--- src/rtl/alu_pipe_acc.sv ---
`default_nettype none
// ============================================================================
// Module      : alu_pipe_acc
// Description : Two-stage pipelined ALU (8 ops, Z/N/C/V flags) with an
//               internal accumulator and valid/ready handshakes on both sides.
//               Stage 1 captures the request; stage 2 holds the computed
//               result. One result per clock at full throughput.
// Revision    : 1.0 - initial release
// ============================================================================
module alu_pipe_acc #(
    parameter int               WIDTH    = 8,
    parameter logic [WIDTH-1:0] ACC_INIT = '0
) (
    input  logic             clk,
    input  logic             rst,
    input  logic             in_valid,
    output logic             in_ready,
    input  logic [2:0]       in_op,
    input  logic [WIDTH-1:0] in_a,
    input  logic [WIDTH-1:0] in_b,
    input  logic             in_cin,
    input  logic             in_use_acc,
    input  logic             in_acc_wr,
    output logic             out_valid,
    input  logic             out_ready,
    output logic [WIDTH-1:0] out_res,
    output logic [3:0]       out_flags,
    output logic [WIDTH-1:0] acc
);

    localparam logic [2:0] C_OP_ADD  = 3'd0;
    localparam logic [2:0] C_OP_SUB  = 3'd1;
    localparam logic [2:0] C_OP_AND  = 3'd2;
    localparam logic [2:0] C_OP_OR   = 3'd3;
    localparam logic [2:0] C_OP_XOR  = 3'd4;
    localparam logic [2:0] C_OP_XNOR = 3'd5;
    localparam logic [2:0] C_OP_SHL  = 3'd6;
    localparam logic [2:0] C_OP_SHR  = 3'd7;

    // Stage 1: captured request
    logic             r_s1_v;
    logic [2:0]       r_s1_op;
    logic [WIDTH-1:0] r_s1_a;
    logic [WIDTH-1:0] r_s1_b;
    logic             r_s1_cin;
    logic             r_s1_use_acc;
    logic             r_s1_acc_wr;

    // Stage 2: result and accumulator
    logic             r_out_valid;
    logic [WIDTH-1:0] r_out_res;
    logic [3:0]       r_out_flags;
    logic [WIDTH-1:0] r_acc;

    logic             w_adv2;
    logic             w_accept;
    logic [WIDTH-1:0] w_opa;
    logic [WIDTH-1:0] w_opb;
    logic [WIDTH:0]   w_sum;
    logic [WIDTH-1:0] w_res;
    logic             w_c;
    logic             w_v;
    logic [3:0]       w_flags;

    // Stage 2 can take s1 when it is empty or being drained this cycle;
    // s1 can take a new request when empty or moving on.
    assign w_adv2   = r_s1_v & (~r_out_valid | out_ready);
    assign in_ready = ~r_s1_v | w_adv2;
    assign w_accept = in_valid & in_ready;

    assign out_valid = r_out_valid;
    assign out_res   = r_out_res;
    assign out_flags = r_out_flags;
    assign acc       = r_acc;

    // Stage 1 capture: a simultaneous accept and advance keeps s1 full
    always_ff @(posedge clk) begin
        if (rst) begin
            r_s1_v       <= 1'b0;
            r_s1_op      <= 3'd0;
            r_s1_a       <= '0;
            r_s1_b       <= '0;
            r_s1_cin     <= 1'b0;
            r_s1_use_acc <= 1'b0;
            r_s1_acc_wr  <= 1'b0;
        end else if (w_accept) begin
            r_s1_v       <= 1'b1;
            r_s1_op      <= in_op;
            r_s1_a       <= in_a;
            r_s1_b       <= in_b;
            r_s1_cin     <= in_cin;
            r_s1_use_acc <= in_use_acc;
            r_s1_acc_wr  <= in_acc_wr;
        end else if (w_adv2) begin
            r_s1_v       <= 1'b0;
        end
    end

    // ALU datapath from s1; the accumulator is read live so chained ops see the latest write
    always_comb begin
        w_opa = r_s1_use_acc ? r_acc : r_s1_a;
        w_opb = (r_s1_op == C_OP_SUB) ? ~r_s1_b : r_s1_b;
        w_sum = {1'b0, w_opa} + {1'b0, w_opb} + {{WIDTH{1'b0}}, r_s1_cin};
        w_res = w_sum[WIDTH-1:0];
        w_c   = 1'b0;
        w_v   = 1'b0;
        case (r_s1_op)
            C_OP_ADD, C_OP_SUB: begin
                w_res = w_sum[WIDTH-1:0];
                w_c   = w_sum[WIDTH];
                w_v   = (w_opa[WIDTH-1] == w_opb[WIDTH-1]) &
                        (w_sum[WIDTH-1] != w_opa[WIDTH-1]);
            end
            C_OP_AND:  w_res = w_opa & r_s1_b;
            C_OP_OR:   w_res = w_opa | r_s1_b;
            C_OP_XOR:  w_res = w_opa ^ r_s1_b;
            C_OP_XNOR: w_res = ~(w_opa ^ r_s1_b);
            C_OP_SHL: begin
                w_res = {w_opa[WIDTH-2:0], 1'b0};
                w_c   = w_opa[WIDTH-1];
            end
            C_OP_SHR: begin
                w_res = {1'b0, w_opa[WIDTH-1:1]};
                w_c   = w_opa[0];
            end
            default: w_res = w_sum[WIDTH-1:0];
        endcase
        w_flags = {~|w_res, w_res[WIDTH-1], w_c, w_v};
    end

    // Stage 2 load / drain and accumulator write-back on the same edge
    always_ff @(posedge clk) begin
        if (rst) begin
            r_out_valid <= 1'b0;
            r_out_res   <= '0;
            r_out_flags <= 4'd0;
            r_acc       <= ACC_INIT;
        end else if (w_adv2) begin
            r_out_valid <= 1'b1;
            r_out_res   <= w_res;
            r_out_flags <= w_flags;
            if (r_s1_acc_wr) begin
                r_acc <= w_res;
            end
        end else if (r_out_valid & out_ready) begin
            r_out_valid <= 1'b0;
        end
    end

endmodule
`default_nettype wire

--- config.mk ---
export PLATFORM = sky130hd
export DESIGN_NAME = alu_pipe_acc
export DESIGN_NICKNAME = d
export VERILOG_FILES = /design/src/rtl/alu_pipe_acc.sv
export SDC_FILE = /design/constraint.sdc
export NUM_CORES = 1
export LEC_CHECK = 0
export CORE_MARGIN = 2
export CORE_UTILIZATION = 25
export DETAILED_ROUTE_END_ITERATION = 12
export GPL_TIMING_DRIVEN = 0
export PLACE_DENSITY_LB_ADDON = 0.08
export SLEW_MARGIN = 20
export SYNTH_ARGS = -nofsm -noshare
export SYNTH_HDL_FRONTEND = slang
export SYNTH_SLANG_ARGS = --single-unit
--- constraint.sdc ---
create_clock -name clk -period 6.4 [get_ports clk]
set_input_delay 1.28 -clock clk [delete_from_list [all_inputs] [get_ports clk]]
set_output_delay 1.28 -clock clk [all_outputs]
set_load 0.02 [all_outputs]
### Word-level counts from Yosys, hierarchy flattened

Index checks and enable logic that the tools add are counted.

* register bits after elaboration: 44
* input bits: 26
* output and inout bits: 22
* logic and storage cells: 51

* $add $sub $neg: 2
* eq/ne operators: 9
* multiplexer cells: 9
* bitwise operators: 13
* reductions and logical operators: 7

Operators by type and width (count)
* $pmux 8 s7: 1
* $mux 8: 2
* $not 8->8: 2
* $eq 3x3->1 const B: 4
* $add 8x8->9: 1
* $add 9x1->9: 1
* $and 8x8->8: 1
* $or 8x8->8: 1
* $reduce_or 8->1: 1
* $xor 8x8->8: 1
* $eq 3x2->1 const B: 2
* $mux 1: 5
* $and 1x1->1: 4
* $reduce_bool 2->1: 2
* $eq 3x1->1 const B: 1
* $logic_not 3->1: 1
* $pmux 1 s3: 1
* $not 1->1: 2
* $or 1x1->1: 2
* $reduce_and 2->1: 1
* $reduce_or 2->1: 1
* $eq 1x1->1: 1
* $logic_not 1->1: 1
* $ne 1x1->1: 1

### Logic depth before layout (Yosys ltp)

* depth after elaboration: 7
* mapped depth: 12
* gate-level depth less buffers: 11

### Worst setup path before layout

OpenSTA, ideal clock, no wires.

* kind: register to register
* start: register r_s1_op[1]
* end: register r_out_flags[3] (netlist: out_flags[3])
* library setup time: 0.124 ns
* arrival: 3.200 ns
* data required time: 6.276 ns
* slack: 3.077 ns
* cell stages (with the launch flop): 13
* path buffers: 2
* period minus slack after synthesis: 3.323 ns
* path through: dfxtp_1 clkbuf_1 clkbuf_1 nor3_2 xnor2_1 fa_1 fa_1 nand3_1 a21oi_1 o311a_1 or3_1 o21ai_1 o31ai_2

* word-level cells in the longest chain between the ends: 7
* elaborated cells on any way between the ends: 15
* those cells by class: 2 x add/sub; 7 x eq/ne; 2 x mux; 4 x reduce/logical

Ends and longest elaborated chain
* start: declaration: RTL line 42 `logic [2:0] r_s1_op;`
* start signal: assignment: RTL line 88 `r_s1_op <= in_op;`
* $eq 3x1->1: RTL line 102, 107
* $mux 8: RTL line 102 `w_opb = (r_s1_op == C_OP_SUB) ? ~r_s1_b : r_s1_b;`
* $add 8x8->9: RTL line 103 `w_sum = {1'b0, w_opa} + {1'b0, w_opb} + {{WIDTH{1'b0}}, r_s1_cin};`
* $add 9x1->9: RTL line 103
* $pmux 8 s7 *: RTL line 107 `case (r_s1_op)`
* $reduce_or 8->1 *: RTL line 128 `w_flags = {~|w_res, w_res[WIDTH-1], w_c, w_v};`
* $logic_not 1->1 *: RTL line 128
* end signal: assignment: RTL line 141 `r_out_flags <= w_flags;`
* end: declaration: RTL line 52 `logic [3:0] r_out_flags;`

Mark *: on every way between the ends. The rest lies on a longest branch, timed or not.
A chain may end at the register's enable or synchronous reset.

### Worst setup path in the final report

Ends and elaborated chain as after synthesis.

==> flow_metrics.py <==
metrics = {
    "run_status": {
        "outcome": "completed",
    },
    "detailed_routing": {
        "drc": 0,
        "wl_um": 9000,
        "firstDrtPassIters": 6,
        "first_iter_violations": 134,
        "via_per_inst": 4.80,
        "wl_per_cell_um": 16.2,
        "ant_nets": 0,
        "vias": 2660,
    },
    "timing": {
        "setup_viol": 0,
        "hold_violations": 0,
        "clock_skew_ps": 6.76,
        "relSlewSlack": 0.367,
        "fin_crit_ps": 4260,
        "timing.final.crit_share": 0.666,
        "setup_tns_ps": 0,
        "slew_viol_final": 0,
        "worst_slew_pin_slew_ps": 944,
        "rsz0062_at_grt": "no",
        "max_freq_mhz": 235,
    },
    "synth": {
        "synth_flop_cell": "dfxtp_1",
        "synthArstFlopShare": 0,
        "synth_top_cells_by_area": "dfxtp_1 30%, ha_1 11%, nand2_1 8.4%",
        "synth_area_leader_cell": "dfxtp_1",
        "synth.distinct_cells": 55,
        "synth_seq_cells": 43,
        "syn_area_per_cell_um2": 8.03,
        "yosysSeqAreaShare": 0.300,
        "ys_warn_count": 0,
        "netlist.area_leader.share": 0.300,
        "synth_area_um2": 2870,
        "synthCells": 357,
        "syn-num-nets": 410,
        "synth_edf_count": 0,
    },
    "cts": {
        "htreeDepth": 2,
        "clkSinkCount": 43,
        "ctsHoldBuffers": 0,
        "cts_tree": "done",
        "clk_pin_slew_worst_paths_ps": 60,
        "cts_made_buffers": 5,
        "root_buffer": "clkbuf_16",
        "clock_tree.buffer_depth": 2,
        "ctsResizeCount": 0,
        "cts_setup_buffers": 0,
        "clock_latency_ps": 280,
    },
    "setup_path": {
        "critical_path_class": "reg -> reg",
        "required_ps": 6600,
        "crit_chain": "clkbuf_1, clkbuf_1, nor3_2, xnor2_1, fa_1, a211oi_1, o21bai_1, a2111oi_0, a21o_1, o2111ai_1, o31ai_2",
        "slowest_stage": "nor3_2",
        "slowest_delay_ps": 820,
        "cp-start-kind": "register",
        "critPathMaxFanout": 10,
        "rr_endpoint": "out_flags[3]",
        "critPathCaptureType": "register",
        "reg2reg_from": "r_s1_op[1]",
        "crit_end": "out_flags[3]",
        "worst-endpoint-arrival_ps": 4460,
        "r2r_cells": 11,
        "crit_path_frequent_cell": "clkbuf_1",
        "reg2reg_slack_ps": 2140,
        "crit_path_start": "r_s1_op[1]",
    },
    "global_routing": {
        "grt_max_degree": 14,
        "grt_pass1_wl_um": 14100,
        "antenna_found_initial": 0,
        "grt_pass1_vias": 2571,
        "grt-ovfl-total": 0,
        "grtUsageTotal": 0.145,
    },
    "finish": {
        "syn2layout_area_growth_pct": 27.9,
        "antenna_cells": 0,
        "post-route-util": 0.324,
        "num-nets-final": 463,
        "drive_above_1_share": 0.0487,
    },
    "pwr": {
        "p_leak_nw": 1.42,
        "pwr_density_cell_nw_per_um2": 208,
        "irDropWorstVdd_uv": 106,
    },
    "floorplan": {
        "num_rows": 39,
        "die_y_um": 111,
        "start_util": 0.253,
        "core_area_um2": 11300,
        "dieArea_um2": 12300,
        "die_w_um": 111,
        "io_pins": 48,
    },
    "place": {
        "routabilityCongestion": 0.818,
        "port_buffers": 46,
        "dpl.hpwl_um": 7080,
    },
    "job": {
        "maxCapViolCount": 0,
    },
    "hold_path": {
        "hold_path.class": "reg -> reg",
    },
}
registers in the layout (all words and copies together) (netlist names):
register and cells:
acc 8, r_s1_a 8, r_s1_b 8, out_res 7, out_flags 4, r_s1_op 3, out_valid 1, r_s1_acc_wr 1
r_s1_cin 1, r_s1_use_acc 1, r_s1_v 1
how the worst min path moves through the flow:
stage / from / slack, ps / cells after the start / to
floorplan: r_s1_a[0] / 440 / 2 / r_s1_a[0]
global placement: out_flags[0] / 440 / 2 / out_flags[0]
detailed placement: r_s1_a[4] / 450 / 2 / r_s1_a[4]
CTS: r_s1_a[4] / 450 / 2 / r_s1_a[4]
global route: out_res[4] / 470 / 2 / out_res[4]
finish: out_res[0] / 450 / 2 / out_res[0]
power breakdown:
part	internal, mW	switching, mW
Sequential	0.281	0.00939
Combinational	0.0839	0.114
Clock	0.166	0.107
Total	0.531	0.231
critical path, delay by kind of cell (launching register included):
kind,cells,cell delay (ps)
adder cells (fa/ha/maj),1,470
XOR/XNOR,1,200
AND/OR/NAND/NOR,1,820
flip-flops,1,310
buffers and inverters,2,500
AO/OA/AOI/OAI,6,1890
per-stage QoR:
| stage | power [mW] | setup WS, ps | hold WS [ps] | instance area (µm²) | instances |
|---|---|---|---|---|---|
| after floorplan | 0.423 | 3080 | 436 | 2870 | 357 |
| after global placement | 0.496 | 2080 | 442 | 3510 | 546 |
| after detailed placement | 0.496 | 2110 | 446 | 3510 | 546 |
| after CTS | 0.773 | 2100 | 455 | 3670 | 554 |
| after global routing | 0.807 | 1790 | 467 | 3670 | 554 |
| final | 0.762 | 2140 | 452 | 3670 | 554 |
cells in the mapped netlist, types with 2 or more instances:
| library cell | count |
|---|---|
| mux2i_1 | 10 |
| and2_1 | 5 |
| ha_1 | 25 |
| nor2b_1 | 7 |
| nand3_1 | 5 |
| a21o_1 | 2 |
| o311a_1 | 2 |
| fa_1 | 2 |
| a221o_1 | 3 |
| o21ai_0 | 4 |
| nor3_1 | 4 |
| nor3b_1 | 5 |
| nand2_1 | 64 |
| o21a_1 | 2 |
| or3b_1 | 2 |
| a211oi_1 | 10 |
| o21ai_1 | 3 |
| nor2_1 | 19 |
| inv_1 | 23 |
| a2111oi_0 | 2 |
| o21bai_1 | 2 |
| a22o_1 | 2 |
| a221oi_1 | 3 |
| a21oi_1 | 39 |
| o221ai_1 | 4 |
| xnor2_1 | 10 |
| nand2b_1 | 5 |
| dfxtp_1 | 43 |
| o211ai_1 | 4 |
| o31ai_1 | 2 |
| or3_1 | 2 |
| clkbuf_1 | 18 |
| mux2_2 | 2 |
cell type report:
type                       count  area, µm²
clock inverter                 1       7.51
timing repair buffer          46        460
tap                          143        179
buffer                        21       91.3
inverter                      23       86.3
sequential                    43        861
multi-input combinational    270       1830
clock buffer                   7        153
fill                        1248       7650
kinds of logic (layout without fill, tap and decap cells):
group	count (synthesis)	after routing	share of synthesized area
xor gates and xnor gates	11	11	0.0336
AOI/OAI and AO/OA	94	94	0.227
DFF	43	43	0.300
buffers and inverters	44	98	0.0620
and+or+nand+nor	125	125	0.203
adders and majority gates	27	27	0.123
muxes	13	13	0.0506
routing by layer:
layer / GRT usage / wire length (µm)
met1: 0.207 / 4510
met3: 0.0235 / 357
met2: 0.230 / 3990
met5: 0 / 0
met4: 0.0346 / 143
cells in the final DEF (no fill, tap or decap), types with 7 or more instances in the layout:
cell type,count
clkdlybuf4s50_1,46
nand2_1,64
ha_1,25
a21oi_1,39
nor2b_1,7
clkbuf_1,18
inv_1,23
mux2i_1,10
nor2_1,19
dfxtp_1,43
a211oi_1,10
xnor2_1,10
No activity file was read; power rests on OpenSTA's default activity.
==> RTL edit, RTL diff (config.mk and constraints unchanged) <==
Make the reset (`rst`) asynchronous in 2 clocked blocks.
--- a/src/rtl/alu_pipe_acc.sv
+++ b/src/rtl/alu_pipe_acc.sv
@@ -74,7 +74,7 @@
     assign acc       = r_acc;
 
     // Stage 1 capture: a simultaneous accept and advance keeps s1 full
-    always_ff @(posedge clk) begin
+    always_ff @(posedge clk or posedge rst) begin
         if (rst) begin
             r_s1_v       <= 1'b0;
             r_s1_op      <= 3'd0;
@@ -129,7 +129,7 @@
     end
 
     // Stage 2 load / drain and accumulator write-back on the same edge
-    always_ff @(posedge clk) begin
+    always_ff @(posedge clk or posedge rst) begin
         if (rst) begin
             r_out_valid <= 1'b0;
             r_out_res   <= '0;
Function: differs if rst is asserted again (counterexample within 4 cycles, from zero or initial values and one cycle with rst high); with rst held inactive, the same outputs for 10 cycles.
==> RTL edit against the original RTL <==
- via count decreased by 16%
- clock skew decreased by 0.0011 ns
- sequential cell count unchanged
- die area rose by 2.9%
- utilization grew 0.63 points
- area after synthesis rose by 3.1%
- routed wire length decreased by 11%
- design area up 3.3%
- first-iteration DRC count decreased by 57%
- worst setup slack improved by 0.21 ns
- largest cell class unchanged
- highest routed layer unchanged
Power is not compared: it rests on default switching activity, and its combinational part moved more than twofold at a synthesized area within 25%.
==> RTL edit: results (changes against the original RTL) <==
The wire length of the first global-routing pass was 12.9 mm (-8.2%). The total number of nets in the final design came out at 387 (-16%). The final HPWL from detailed placement came out at 6.25 mm (-12%). The share of layout cells above drive strength 1 came out at 0.171 (+0.122). The final weighted congestion in routability-driven placement came to 0.767 (-6.2%). The commonest cells after synthesis are dfrtp_1 (43), mux2_2 (34), ha_1 (25), inv_1 (25), xnor2_1 (18). The overall fraction of global-route tracks in use is 0.133 (-0.0122).

The met2 routing resource usage after global routing is 0.206 (-0.0239). The largest net degree at the start of global routing is 27 (+13). The total negative slack for setup checks was 0 ns (unchanged). The actual transition at the worst max-transition pin is 0.795 ns (-0.149 ns). On the critical path, the stage with the largest delay is an instance of fa_1. The final non-filler cell total came out at 477 (-14%). Among cell families on the critical path, the largest total delay comes from buffers and inverters. The count of placed standard cells including taps was 470 (-14%).

The worst stage delay on the critical path came to 0.45 ns (-0.37 ns). Ranked by total cell area, the synthesized netlist is headed by dfrtp_1 (36%), mux2_2 (13%), ha_1 (11%). The depth of the most critical reg-to-reg path is 14 (+3).

The total wire length after detailed routing is 7.99 mm (-11%). The cell count after synthesis came out at 279 (-22%). The number of nets in the synthesized netlist came out at 332 (-19%).

The via count of the first global-routing pass is 2279 (-11%). The met1 demand-to-capacity share in global routing was 0.183 (-0.0233). The sequential fraction of the synthesis area came out at 0.364 (+0.0639). The violation count after the first detailed-route iteration is 58 (-57%). The distinct cell type count after synthesis is 45 (-18%).

The number of iterations in the first detailed-routing pass is 4 (-2). The worst clock skew is 0.00570 ns (-0.00107 ns). The share of synthesized registers carrying an async set or reset is 1.00 (+1.00).

The endpoint arrival time on the critical path came out at 4.24 ns (-0.22 ns). The instance area after placement came to 3620 um^2 (+3.4%). The run finished with clean final reports.
==> RTL edit: where the power goes <==
group          switching (mW)  internal [mW]  total [mW]
clock network           0.109          0.182       0.291
registers              0.0594          0.346       0.406
logic                   0.435          0.384       0.818
total                   0.603          0.912        1.52
==> RTL edit: metal layers <==
| metal | wire (um) | up-vias |
|---|---|---|
| met2 | 3580 | 31 |
| met5 | 0 | - |
| met1 | 4010 | 1091 |
| met4 | 116 | 0 |
| met3 | 278 | 8 |
| li1 | - | 1099 |
==> RTL edit: stage by stage <==
| stage | setup WS (ns) | utilization |
|---|---|---|
| floorplan | 3.05 | - |
| global placement | 2.31 | 0.314 |
| detailed placement | 2.30 | 0.316 |
| CTS | 2.28 | 0.330 |
| global route | 2.01 | 0.330 |
| finish | 2.34 | 0.330 |
==> RTL edit: final cells by class <==
type	instances	area, um^2
fill	1165	7680
multi-input combinational	199	1720
sequential	43	1080
timing repair buffer	48	490
tap	143	179
clock buffer	5	125
inverter	25	93.8
buffer	12	66.3
clock inverter	2	37.5
==> RTL edit: worst paths after layout <==
| path | start | endpoint | slack [ns] |
|---|---|---|---|
| hold / removal | out_flags[0] | out_flags[0] | 0.49 |
| setup reg to reg | r_s1_op[0] | out_flags[3] | 2.34 |
| setup / recovery | r_s1_op[0] | out_flags[3] | 2.34 |
| max in group asynchronous | rst | r_s1_b[2] | 4.60 |
| min in group asynchronous | rst | out_flags[2] | 1.30 |
| hold reg to reg | out_flags[0] | out_flags[0] | 0.49 |
==> RTL edit: cell families after synthesis <==
logic type / synth area share
fa+ha+maj: 0.119
compound gates: 0.121
buf+inv: 0.0542
flops: 0.364
simple gates: 0.0889
mux: 0.196
xor+xnor: 0.0563
